[src/rtl/mdu_seq.sv]
// Iterative RV32M multiply/divide unit: one bit per cycle over WIDTH cycles,
// then sign fix-up and a one-cycle done pulse.
module mdu_seq #(
    parameter  int WIDTH = 32,
    localparam int CNT_W = $clog2(WIDTH) + 1
) (
    input  logic             clk,
    input  logic             reset,
    input  logic             start,
    input  logic [2:0]       f3,
    input  logic [WIDTH-1:0] a,
    input  logic [WIDTH-1:0] b,
    output logic             busy,
    output logic             done,
    output logic [WIDTH-1:0] result
);

    typedef enum logic [1:0] {
        IDLE,
        RUN,
        FIX,
        DONE
    } state_t;

    state_t state_q, state_d;

    logic [2:0]         op_q;
    logic               neg_a_q, neg_b_q, div0_q;
    logic [WIDTH-1:0]   mag_a_q, mag_b_q;
    logic [2*WIDTH-1:0] prod_q;
    logic [WIDTH-1:0]   rem_q, quo_q;
    logic [CNT_W-1:0]   cnt_q;
    logic [WIDTH-1:0]   result_q;

    // Operand decode at accept time
    logic             signed_a, signed_b, neg_a, neg_b;
    logic [WIDTH-1:0] abs_a, abs_b;

    always_comb begin
        signed_a = (f3 == 3'b001) || (f3 == 3'b010) || (f3 == 3'b100) || (f3 == 3'b110);
        signed_b = (f3 == 3'b001) || (f3 == 3'b100) || (f3 == 3'b110);
        neg_a    = signed_a && a[WIDTH-1];
        neg_b    = signed_b && b[WIDTH-1];
        abs_a    = neg_a ? -a : a;
        abs_b    = neg_b ? -b : b;
    end

    // Per-iteration datapath
    logic [WIDTH:0]   mul_sum;
    logic [WIDTH:0]   div_shift;
    logic             div_ge;
    logic [WIDTH-1:0] div_diff;

    always_comb begin
        mul_sum   = {1'b0, prod_q[2*WIDTH-1:WIDTH]} + (prod_q[0] ? {1'b0, mag_a_q} : '0);
        div_shift = {rem_q, quo_q[WIDTH-1]};
        div_ge    = div_shift >= {1'b0, mag_b_q};
        // remainder stays below the divisor, so the low WIDTH bits hold the difference
        div_diff  = div_shift[WIDTH-1:0] - mag_b_q;
    end

    // Sign correction and output select
    logic [2*WIDTH-1:0] prod_fix;
    logic [WIDTH-1:0]   quo_fix, rem_fix, res_fix;

    always_comb begin
        prod_fix = (neg_a_q ^ neg_b_q) ? -prod_q : prod_q;
        quo_fix  = (neg_a_q ^ neg_b_q) ? -quo_q : quo_q;
        rem_fix  = neg_a_q ? -rem_q : rem_q;
        res_fix  = '0;
        case (op_q)
            3'b000:                 res_fix = prod_fix[WIDTH-1:0];
            3'b001, 3'b010, 3'b011: res_fix = prod_fix[2*WIDTH-1:WIDTH];
            3'b100, 3'b101:         res_fix = div0_q ? '1 : quo_fix;
            default:                res_fix = rem_fix;
        endcase
    end

    always_comb begin
        state_d = state_q;
        case (state_q)
            IDLE:    if (start) state_d = RUN;
            RUN:     if (cnt_q == CNT_W'(WIDTH - 1)) state_d = FIX;
            FIX:     state_d = DONE;
            DONE:    state_d = IDLE;
            default: state_d = IDLE;
        endcase
    end

    always_ff @(posedge clk) begin
        if (reset) begin
            state_q  <= IDLE;
            op_q     <= '0;
            neg_a_q  <= 1'b0;
            neg_b_q  <= 1'b0;
            div0_q   <= 1'b0;
            mag_a_q  <= '0;
            mag_b_q  <= '0;
            prod_q   <= '0;
            rem_q    <= '0;
            quo_q    <= '0;
            cnt_q    <= '0;
            result_q <= '0;
        end else begin
            state_q <= state_d;
            case (state_q)
                IDLE: begin
                    if (start) begin
                        op_q    <= f3;
                        neg_a_q <= neg_a;
                        neg_b_q <= neg_b;
                        div0_q  <= (b == '0);
                        mag_a_q <= abs_a;
                        mag_b_q <= abs_b;
                        prod_q  <= {{WIDTH{1'b0}}, abs_b};
                        rem_q   <= '0;
                        quo_q   <= abs_a;
                        cnt_q   <= '0;
                    end
                end
                RUN: begin
                    cnt_q <= cnt_q + 1'b1;
                    if (op_q[2]) begin
                        rem_q <= div_ge ? div_diff : div_shift[WIDTH-1:0];
                        quo_q <= {quo_q[WIDTH-2:0], div_ge};
                    end else begin
                        prod_q <= {mul_sum, prod_q[WIDTH-1:1]};
                    end
                end
                FIX: begin
                    result_q <= res_fix;
                end
                default: ;
            endcase
        end
    end

    assign busy   = (state_q != IDLE);
    assign done   = (state_q == DONE);
    assign result = result_q;

endmodule

[config.mk]
export PLATFORM = sky130hd
export DESIGN_NAME = mdu_seq
export DESIGN_NICKNAME = d
export VERILOG_FILES = /design/src/rtl/mdu_seq.sv
export SDC_FILE = /design/constraint.sdc
export NUM_CORES = 1
export LEC_CHECK = 0
export CORE_AREA = 2 2 200 202
export CTS_CLUSTER_SIZE = 40
export DETAILED_ROUTE_END_ITERATION = 8
export DIE_AREA = 0 0 202 204
export PLACE_DENSITY = 0.68
export RECOVER_POWER = 25
export REMOVE_ABC_BUFFERS = 1
export SLEW_MARGIN = 10
export SYNTH_ARGS = -nofsm -noshare
export SYNTH_HDL_FRONTEND = slang
export SYNTH_SLANG_ARGS = --single-unit
export TNS_END_PERCENT = 100
[constraint.sdc]
create_clock -name clk -period 3.55 [get_ports clk]
set_input_delay 0.71 -clock clk [delete_from_list [all_inputs] [get_ports clk]]
set_output_delay 0.71 -clock clk [all_outputs]
set_load 0.01 [all_outputs]
==> results of run 1 <==
worst max-delay path, delay by kind of cell (launching register included):
family / cells / cell delay, ns
AO/OA/AOI/OAI: 8 / 1.84
adder cells (fa/ha/maj): 2 / 0.63
flip-flops: 1 / 0.35
buffers and inverters: 2 / 0.28
XOR/XNOR: 1 / 0.16
final timing paths:
path	slack, ns	endpoint	startpoint	cells past startpoint
setup / recovery	0.15	rem_q[18]$_SDFFE_PP0P_	quo_q[31]$_SDFFE_PP0P_	13
setup reg to reg	0.15	rem_q[18]$_SDFFE_PP0P_	quo_q[31]$_SDFFE_PP0P_	13
hold / removal	0.44	div0_q$_SDFFE_PP0P_	reset	2
hold reg to reg	0.46	mag_a_q[0]$_SDFFE_PP0P_	mag_a_q[0]$_SDFFE_PP0P_	2
state kept, by name (all words and copies together) (netlist names):
register  cells
state_q       2
neg_b_q       1
quo_q        32
cnt_q         6
result       32
prod_q       64
div0_q        1
op_q          3
mag_a_q      32
rem_q        32
neg_a_q       1
mag_b_q      32
cells in the final DEF, fill, tap and decap left out, drive strengths merged, types with 26 or more instances in the layout:
master / instances
and2: 39
inv: 76
mux2i: 31
nor3: 59
o211ai: 28
dfxtp: 238
a21oi: 209
clkdlybuf4s50: 70
nand3: 26
o31ai: 35
ha: 75
a21o: 30
dlygate4sd3: 32
a211oi: 72
nor2: 227
xnor2: 111
xor2: 123
buf: 122
o21ai: 202
clkbuf: 41
nand2: 326
final cells by class:
class | instances | area (µm²) | share of cell area [%]
clock inverters | 13 | 246.5 | 1.198
multi-input cells | 1899 | 11850 | 57.56
flip-flops and latches | 238 | 4765 | 23.15
repair buffers | 226 | 1972 | 9.582
clock buffers | 39 | 813.3 | 3.952
well taps | 525 | 656.9 | 3.192
inverters | 75 | 281.5 | 1.368
power groups by stage:
stage | combinational, W | clock [W] | sequential [W]
detailed placement | 0.00739 | 0 | 0.00426
CTS | 0.00744 | 0.00339 | 0.00421
global placement | 0.00728 | 0 | 0.00423
floorplan | 0.00472 | 0 | 0.00401
global route | 0.00818 | 0.00348 | 0.00432
finish | 0.00749 | 0.00334 | 0.00424
routing by layer:
metal	up-vias	GRT usage (%)
met5	-	0
met4	0	13.89
met3	172	3.731
met2	689	47.09
met1	8402	35.04
li1	8646	-
timing repair:
action,in CTS,in global routing
gates resized for setup,0,4
setup buffers,0,0
setup endpoints to repair,0,5
logic make-up after synthesis:
logic type,count (synthesis)
compound gates,730
xor+xnor,234
fa+ha+maj,77
buf+inv,216
flops,238
mux,31
simple gates,827
metrics by stage:
stage / power [W] / utilization, % / setup WS, ns
6_report: 0.01507 / 52.52 / 0.1547
5_1_grt: 0.01597 / 52.52 / -0.01240
4_1_cts: 0.01504 / 52.56 / 0.09611
3_5_place_dp: 0.01165 / 49.85 / -0.1349
3_3_place_gp: 0.01151 / 49.85 / -0.1072
2_1_floorplan: 0.008727 / - / -1.856
==> impl_metrics.ini, run 1 <==
[status]
outcome = finished, violations left
violations = capacitance limit, slew limit

[route]
wl_per_cell_um = 19.70
routed_wl_mm = 59.39
drtAntennaViolNets = 0
wl_met1_mm = 25.00
drtPass1Iterations = 5
num_vias = 17909
routed_via_density = 5.940
drc = 0
drtIter0Drc = 1364
route.met2.wl_mm = 26.99
highest_layer = met4
wl_met3_mm = 4.141

[synthesis]
synth.top_cells.by_area = dfxtp_1 27%, nand2_1 7.0%, xor2_1 6.2%
synth_compound_gate_area_share_pct = 26.46
yosysTopAreaCellShare_pct = 27.43
synth_edf_count = 0
ys_types = 76
synth_seq_cells = 238
yosysTopAreaCell = dfxtp_1
synthArstFlopShare_pct = 0
yosys.area_share.adder_pct = 5.632
syn_area_mm2 = 0.01737
synthXorXnorAreaFrac_pct = 11.80
synthTopCellsByCount = 326 x nand2_1, 238 x dfxtp_1, 227 x nor2_1
yosysMostFrequentCell = nand2_1
yosysWarningCount = 0
synth.avg_cell_area_um2 = 7.383
synth_top_family_by_area = compound AO/OA/AOI/OAI gates
ys_seq_area_share_pct = 27.43
synth.area.mux_share_pct = 1.786
synth_flop_cell = dfxtp_1
yosys.area_share.simple_pct = 22.18
syn_inst = 2353

[layout]
instances_no_fill = 3015
fillers = 3782
syn_to_final_growth_pct = 18.47
final_nets = 2616
layout-drive-gt1-share_pct = 8.635
diodes = 0
final_area_mm2 = 0.02058

[critical_path]
cp_slowest_cell = a2111o_1
cpPeakStageDelay_ns = 0.47
crit_arrival_ns = 3.85
start_kind = flop
cp_data_required_time_ns = 4.00
crit_chain = inv_1 > ha_1 > inv_1 > fa_1 > a21o_1 > a21oi_1 > o221a_2 > o21ai_0 > a2111o_1 > a31o_2 > a21oi_1 > xor2_1 > o21ai_0
setup.worst_path.class = reg -> reg
crit_fanout = 4
setup.worst_path.end_class = flop

[timing]
worst_slew_pin_slew_ns = 2.260
setup_viol = 0
setup_tns_ns = 0
max_freq_ghz = 0.2945
fin_crit_sh_pct = 95.64
layout_min_cycle_time_ns = 3.395
drv_slew = 118
max_slew_margin_pct = -50.69
hold_viol = 0
timing.hold.ws_ns = 0.4440
skew_ns = 0.02138

[power]
swShare_pct = 45.30
p_leak_nw = 8.172
pwr-share-comb_pct = 49.7
seqPwrFrac_pct = 28.1
power_density_mw_per_mm2 = 732.2
internal_power_w = 0.008243
p_sw_w = 0.006825
pwr-share-clk_pct = 22.2
ir_drop_mv = 0.4276

[floorplanning]
ios = 104
initial_core_util_pct = 44.33
rows = 73
die_area_mm2 = 0.04121
die_y_um = 204
die_x_um = 202
core_mm2 = 0.03918

[clock_tree]
htreeDepth = 1
clockBufferDepth = 3
clockRootBuffer = clkbuf_16
clkTransAtPathRegs_ns = 0.06
clk-insertion-delay-late_ns = 0.58
numCtsBuffers = 29
cts_tree = done
clock_sinks = 238
holdBufCountCts = 0

[global_route]
grt_max_degree = 160
grt_pass1_wl_mm = 92.32
antenna_found_initial = 0
grt_pass1_vias = 17013
track_usage_pct = 27.91
grt-ovfl-total = 0

[place]
port_buffers = 103
hpwl_mm = 44.59
gp_congestion = 1.013
dpl_cell_area_mm2 = 0.01953
placed_cells = 2963

[hold_path]
hold_class = in -> reg

[job]
max_cap_viol_count = 1
Power figures use the tool's default switching activity.
==> run 2, diff against run 1 <==
PLACE_DENSITY = 0.7   (was 0.68)
clock period = 2.85 ns   (was 3.55 ns; I/O delays follow)
==> run 2 against run 1 <==
Against the previous run: the run ends with setup timing left; global-route usage grew 2.5 points; clock power is 21% higher; register-to-register slack lost 0.34 ns; first-iteration DRC count increased by 22%; cell count grew 10%; sequential power grew 19%; combinational power is 60% higher; via count rose by 9.2%; highest routed layer unchanged.
==> impl_metrics.ini, run 2 (synthesized netlist as in run 1, its figures left out) <==
[status]
outcome = finished, violations left
violations = setup timing

[power]
power_density_mw_per_mm2 = 867.1
ir_drop_mv = 0.5524
p_leak_nw = 9.998

[route]
route.met2.wl_mm = 31.63
routed_wl_mm = 66.11
drtIter0Drc = 1659
drc = 0
drtPass1Iterations = 5
highest_layer = met4
routed_via_density = 5.892
wl_per_cell_um = 19.92
wl_met3_mm = 4.260
drtAntennaViolNets = 0
num_vias = 19554
wl_met1_mm = 26.88

[critical_path]
r2r_slack_ns = -0.19
setup.worst_path.end_class = flop
cpPeakStageDelay_ns = 0.34
cp_slowest_cell = dfxtp_2
crit_arrival_ns = 3.55
path_buf_inv = 5
start_kind = flop
r2r-end = prod_q[59]$_SDFFE_PP0P_
cp_data_required_time_ns = 3.36
critPathLaunch = prod_q[0]$_SDFFE_PP0P_
rr_worst_depth = 15
setup.worst_path.class = reg -> reg
crit_fanout = 13
crit_chain = buf_6 > buf_4 > bufbuf_16 > and2_1 > ha_1 > buf_4 > a21o_1 > a21oi_1 > nor3b_2 > o211ai_1 > nand2_2 > o21bai_4 > buf_6 > xnor2_2 > o21ai_1
cpLargestDelayFamily = buffers and inverters
r2r-start = prod_q[0]$_SDFFE_PP0P_

[clock_tree]
clockBufferDepth = 3
clock_sinks = 238
numCtsBuffers = 30
clk-insertion-delay-late_ns = 0.58
holdBufCountCts = 0
cts_tree = done
clkTransAtPathRegs_ns = 0.06
clockRootBuffer = clkbuf_16
htreeDepth = 1

[layout]
largest_reg_flops = 64
diodes = 0
final_nets = 2919
post-route-util_pct = 61.87
final_cell_mix = 396 x buf_4, 317 x nand2_1, 225 x dfxtp_1, 219 x nor2_1, 191 x a21oi_1
final_area_mm2 = 0.02424
syn_to_final_growth_pct = 39.55
regMostFlops = prod_q
instances_no_fill = 3319
layout-drive-gt1-share_pct = 25.13
mostFrequentLayoutCell = buf_4

[hold_path]
hold_class = in -> reg
min_from = reset
whs_path_depth = 2
min_to = result[25]$_SDFFE_PP0P_

[timing]
worst_slew_pin_slew_ns = 1.376
drv_slew = 0
max_freq_ghz = 0.3293
setup_tns_ns = -0.7883
layout_min_cycle_time_ns = 3.037
setup_viol = 11
rsz0062_at_grt = true
max_slew_margin_pct = 8.278
skew_ns = 0.01162
hold_viol = 0
timing.hold.ws_ns = 0.2741
fin_crit_sh_pct = 106.6
layout_setup_ws_ns = -0.1871

[floorplanning]
initial_core_util_pct = 44.33
die_x_um = 202
ios = 104
rows = 73
core_mm2 = 0.03918
die_y_um = 204
die_area_mm2 = 0.04121

[job]
max_cap_viol_count = 0

[global_route]
grt-ovfl-total = 0
grt_max_degree = 118
antenna_found_initial = 0
track_usage_pct = 30.40
grt_pass1_wl_mm = 100.4
grt_pass1_vias = 18479

[place]
hpwl_mm = 47.99
dpl_cell_area_mm2 = 0.02161
gp_congestion = 0.9791
port_buffers = 103
placed_cells = 3230
[run 2: changes by cell type in the layout (fill, tap and decap cells not counted), moves of 17 or more]
cell     delta
o21ai_1    +39
buf_4     +278
ha_4       +29
a21oi_1    -17
ha_1       -30
o21ai_0    -46
[run 2: final cells by class]
class                           count  area, µm²
Tap cell                          525      656.9
Clock buffer                       39      875.8
Sequential cell                   238       4786
Clock inverter                     15      158.9
Multi-Input combinational cell   1899      12960
Timing Repair Buffer              528       4513
Fill cell                        3336      14940
Inverter                           75      286.5
[run 2: power breakdown]
part,internal [W],switching [W],total [W]
sequential,0.00420,0.000834,0.00503
clock,0.00242,0.00162,0.00404
combinational,0.00510,0.00685,0.0120
[run 2: worst max path at each step]
| stage | endpoint | slack (ns) | cells past startpoint |
|---|---|---|---|
| after detailed placement | quo_q[29]$_SDFFE_PP0P_ | -0.71 | 10 |
| after floorplan | prod_q[60]$_SDFFE_PP0P_ | -2.50 | 8 |
| final | prod_q[59]$_SDFFE_PP0P_ | -0.19 | 15 |
| after global placement | div0_q$_SDFFE_PP0P_ | -0.70 | 10 |
| after CTS | prod_q[63]$_SDFFE_PP0P_ | -0.06 | 14 |
| after global routing | prod_q[59]$_SDFFE_PP0P_ | -0.28 | 15 |
[run 2: metal layers]
| metal | up-vias | track usage [%] |
|---|---|---|
| met5 | - | 0 |
| met4 | 0 | 14.00 |
| met3 | 180 | 3.396 |
| met2 | 810 | 52.88 |
| met1 | 9294 | 37.72 |
| li1 | 9270 | - |
[run 2: repair_timing]
item / in CTS / in global routing
cloned: 3 / 2
buffers inserted: 10 / 20
pin swaps: 42 / 91
gates resized for setup: 101 / 194
setup endpoints to repair: 59 / 83
[run 2: through the flow]
stage | power (W) | setup slack, ns
2_1_floorplan | 0.01087 | -2.500
3_3_place_gp | 0.01576 | -0.7003
3_5_place_dp | 0.01596 | -0.7086
4_1_cts | 0.02045 | -0.06206
5_1_grt | 0.02220 | -0.2842
6_report | 0.02102 | -0.1871
==> run 3, diff against run 2 <==
PLACE_DENSITY = 0.68   (was 0.7)
clock period = 3.7 ns   (was 2.85 ns; I/O delays follow)
==> run 3 against run 2 <==
Against the previous run: hold slack improved by 0.19 ns; critical path depth is 2 lower; utilization fell by 10 points; flip-flop and latch count is the same; first-iteration DRC count down 18%; combinational power shrank 42%; via count decreased by 9.7%; cell count fell by 9.9%; the run ends with capacitance limit, slew limit left; sequential share of layout area is 3.7 points higher; highest routed layer unchanged.
==> impl_metrics.ini, run 3 (synthesized netlist as in run 1, its figures left out) <==
[global_route]
antenna_found_initial = 0
grt-ovfl-total = 0
grt_pass1_wl_mm = 91.33
grt_max_degree = 118
track_usage_pct = 27.71
grt_pass1_vias = 16716

[layout]
mostFrequentLayoutCell = nand2_1
layout-drive-gt1-share_pct = 7.589
post-route-util_pct = 51.87
final_nets = 2587
final_cell_mix = 326 x nand2_1, 238 x dfxtp_1, 224 x nor2_1, 209 x a21oi_1, 201 x o21ai_0
regMostFlops = prod_q
syn_to_final_growth_pct = 16.99
largest_reg_flops = 64

[floorplanning]
initial_core_util_pct = 44.33
ios = 104
die_area_mm2 = 0.04121
die_x_um = 202
die_y_um = 204
core_mm2 = 0.03918
rows = 73

[timing]
timing.hold.ws_ns = 0.4633
rsz0062_at_grt = false
drv_slew = 230
worst_slew_pin_slew_ns = 2.269
layout_min_cycle_time_ns = 3.496
max_slew_margin_pct = -51.30
max_freq_ghz = 0.2860
hold_viol = 0
setup_viol = 0
skew_ns = 0.01539
fin_crit_sh_pct = 94.48

[route]
drc = 0
drtPass1Iterations = 7
routed_wl_mm = 58.61
wl_per_cell_um = 19.60
drtAntennaViolNets = 0
routed_via_density = 5.908
num_vias = 17664
drtIter0Drc = 1363

[clock_tree]
clkTransAtPathRegs_ns = 0.07
clk-insertion-delay-late_ns = 0.59
clock_sinks = 238
postCtsSetupBuffers = 0
clockBufferDepth = 3
numCtsBuffers = 31
htreeDepth = 1
clockRootBuffer = clkbuf_16
holdBufCountCts = 0
cts_tree = done
ctsResizeCount = 0

[status]
outcome = finished, violations left
violations = capacitance limit, slew limit

[critical_path]
crit_chain = inv_1 > ha_1 > inv_1 > fa_1 > a21o_1 > a21oi_1 > o221a_2 > o21ai_0 > a2111o_1 > a31o_2 > a21oi_1 > xor2_1 > o21ai_0
crit_arrival_ns = 3.95
cp_data_required_time_ns = 4.16
path_buf_inv = 2
setup.worst_path.end_class = flop
start_kind = flop
cpLargestDelayFamily = compound AO/OA/AOI/OAI gates
setup.worst_path.class = reg -> reg
crit_fanout = 4
cpPeakStageDelay_ns = 0.47
cp_slowest_cell = a2111o_1

[power]
power_density_mw_per_mm2 = 694.8
ir_drop_mv = 0.5045
p_leak_nw = 8.018

[place]
gp_congestion = 0.9823
port_buffers = 103
hpwl_mm = 43.73

[job]
max_cap_viol_count = 3

[hold_path]
hold_class = reg -> reg
[run 3: cell count changes in the layout (fill, tap and decap cells not counted), moves of 12 or more]
| cell | change |
|---|---|
| buf_4 | -311 |
| o21ai_0 | +46 |
| o21ai_1 | -39 |
| ha_1 | +30 |
| ha_4 | -29 |
| a21oi_1 | +18 |
| a21oi_2 | -17 |
| dfxtp_1 | +13 |
| buf_6 | -12 |
| inv_1 | +12 |
[run 3: metal layers]
layer  global-route usage [%]  up-vias  routed length [µm]
li1                         -     8600                   -
met2                    46.02      648               26750
met5                        0        -                   0
met4                    12.66        0                2828
met3                    2.902      147                3608
met1                    36.29     8269               25430
[run 3: area by class of cell]
class	count	area, µm²
antenna	1	2.502
clock buffer	41	873.3
timing repair buffer	195	1749
clock inverter	16	166.4
inverter	75	281.5
sequential	238	4765
fill	3764	18860
multi-input combinational	1899	11830
tap	525	656.9
[run 3: path summary, 6_finish.rpt]
kind / start / to / slack, ns / depth (start not counted)
max: quo_q[31]$_SDFFE_PP0P_ / rem_q[18]$_SDFFE_PP0P_ / 0.20 / 13
min reg2reg: mag_b_q[0]$_SDFFE_PP0P_ / mag_b_q[0]$_SDFFE_PP0P_ / 0.46 / 2
min: mag_b_q[0]$_SDFFE_PP0P_ / mag_b_q[0]$_SDFFE_PP0P_ / 0.46 / 2
max reg2reg: quo_q[31]$_SDFFE_PP0P_ / rem_q[18]$_SDFFE_PP0P_ / 0.20 / 13
[run 3: through the flow]
step | area, µm² | setup TNS [ns] | power [W] | instances | setup WS [ns]
after floorplan | 16830 | -152.68 | 0.008373 | 2212 | -1.736
after global placement | 19310 | 0 | 0.01087 | 2932 | 0.0008766
after detailed placement | 19310 | -0.07604 | 0.01101 | 2932 | -0.05108
after CTS | 20350 | 0 | 0.01412 | 2989 | 0.2673
after global routing | 20320 | 0 | 0.01502 | 2989 | 0.06909
final | 20320 | 0 | 0.01412 | 2990 | 0.2041
[run 3: tightest hold or removal path, stage by stage (launching register included)]
cell	delay (ns)
dfxtp_1	0.31
nand2_1	0.05
a21oi_1	0.05
[run 3: power by group]
group          internal, W  total (W)  switching, W
sequential         0.00322    0.00408      0.000860
combinational      0.00257    0.00696       0.00439
clock              0.00186    0.00308       0.00122
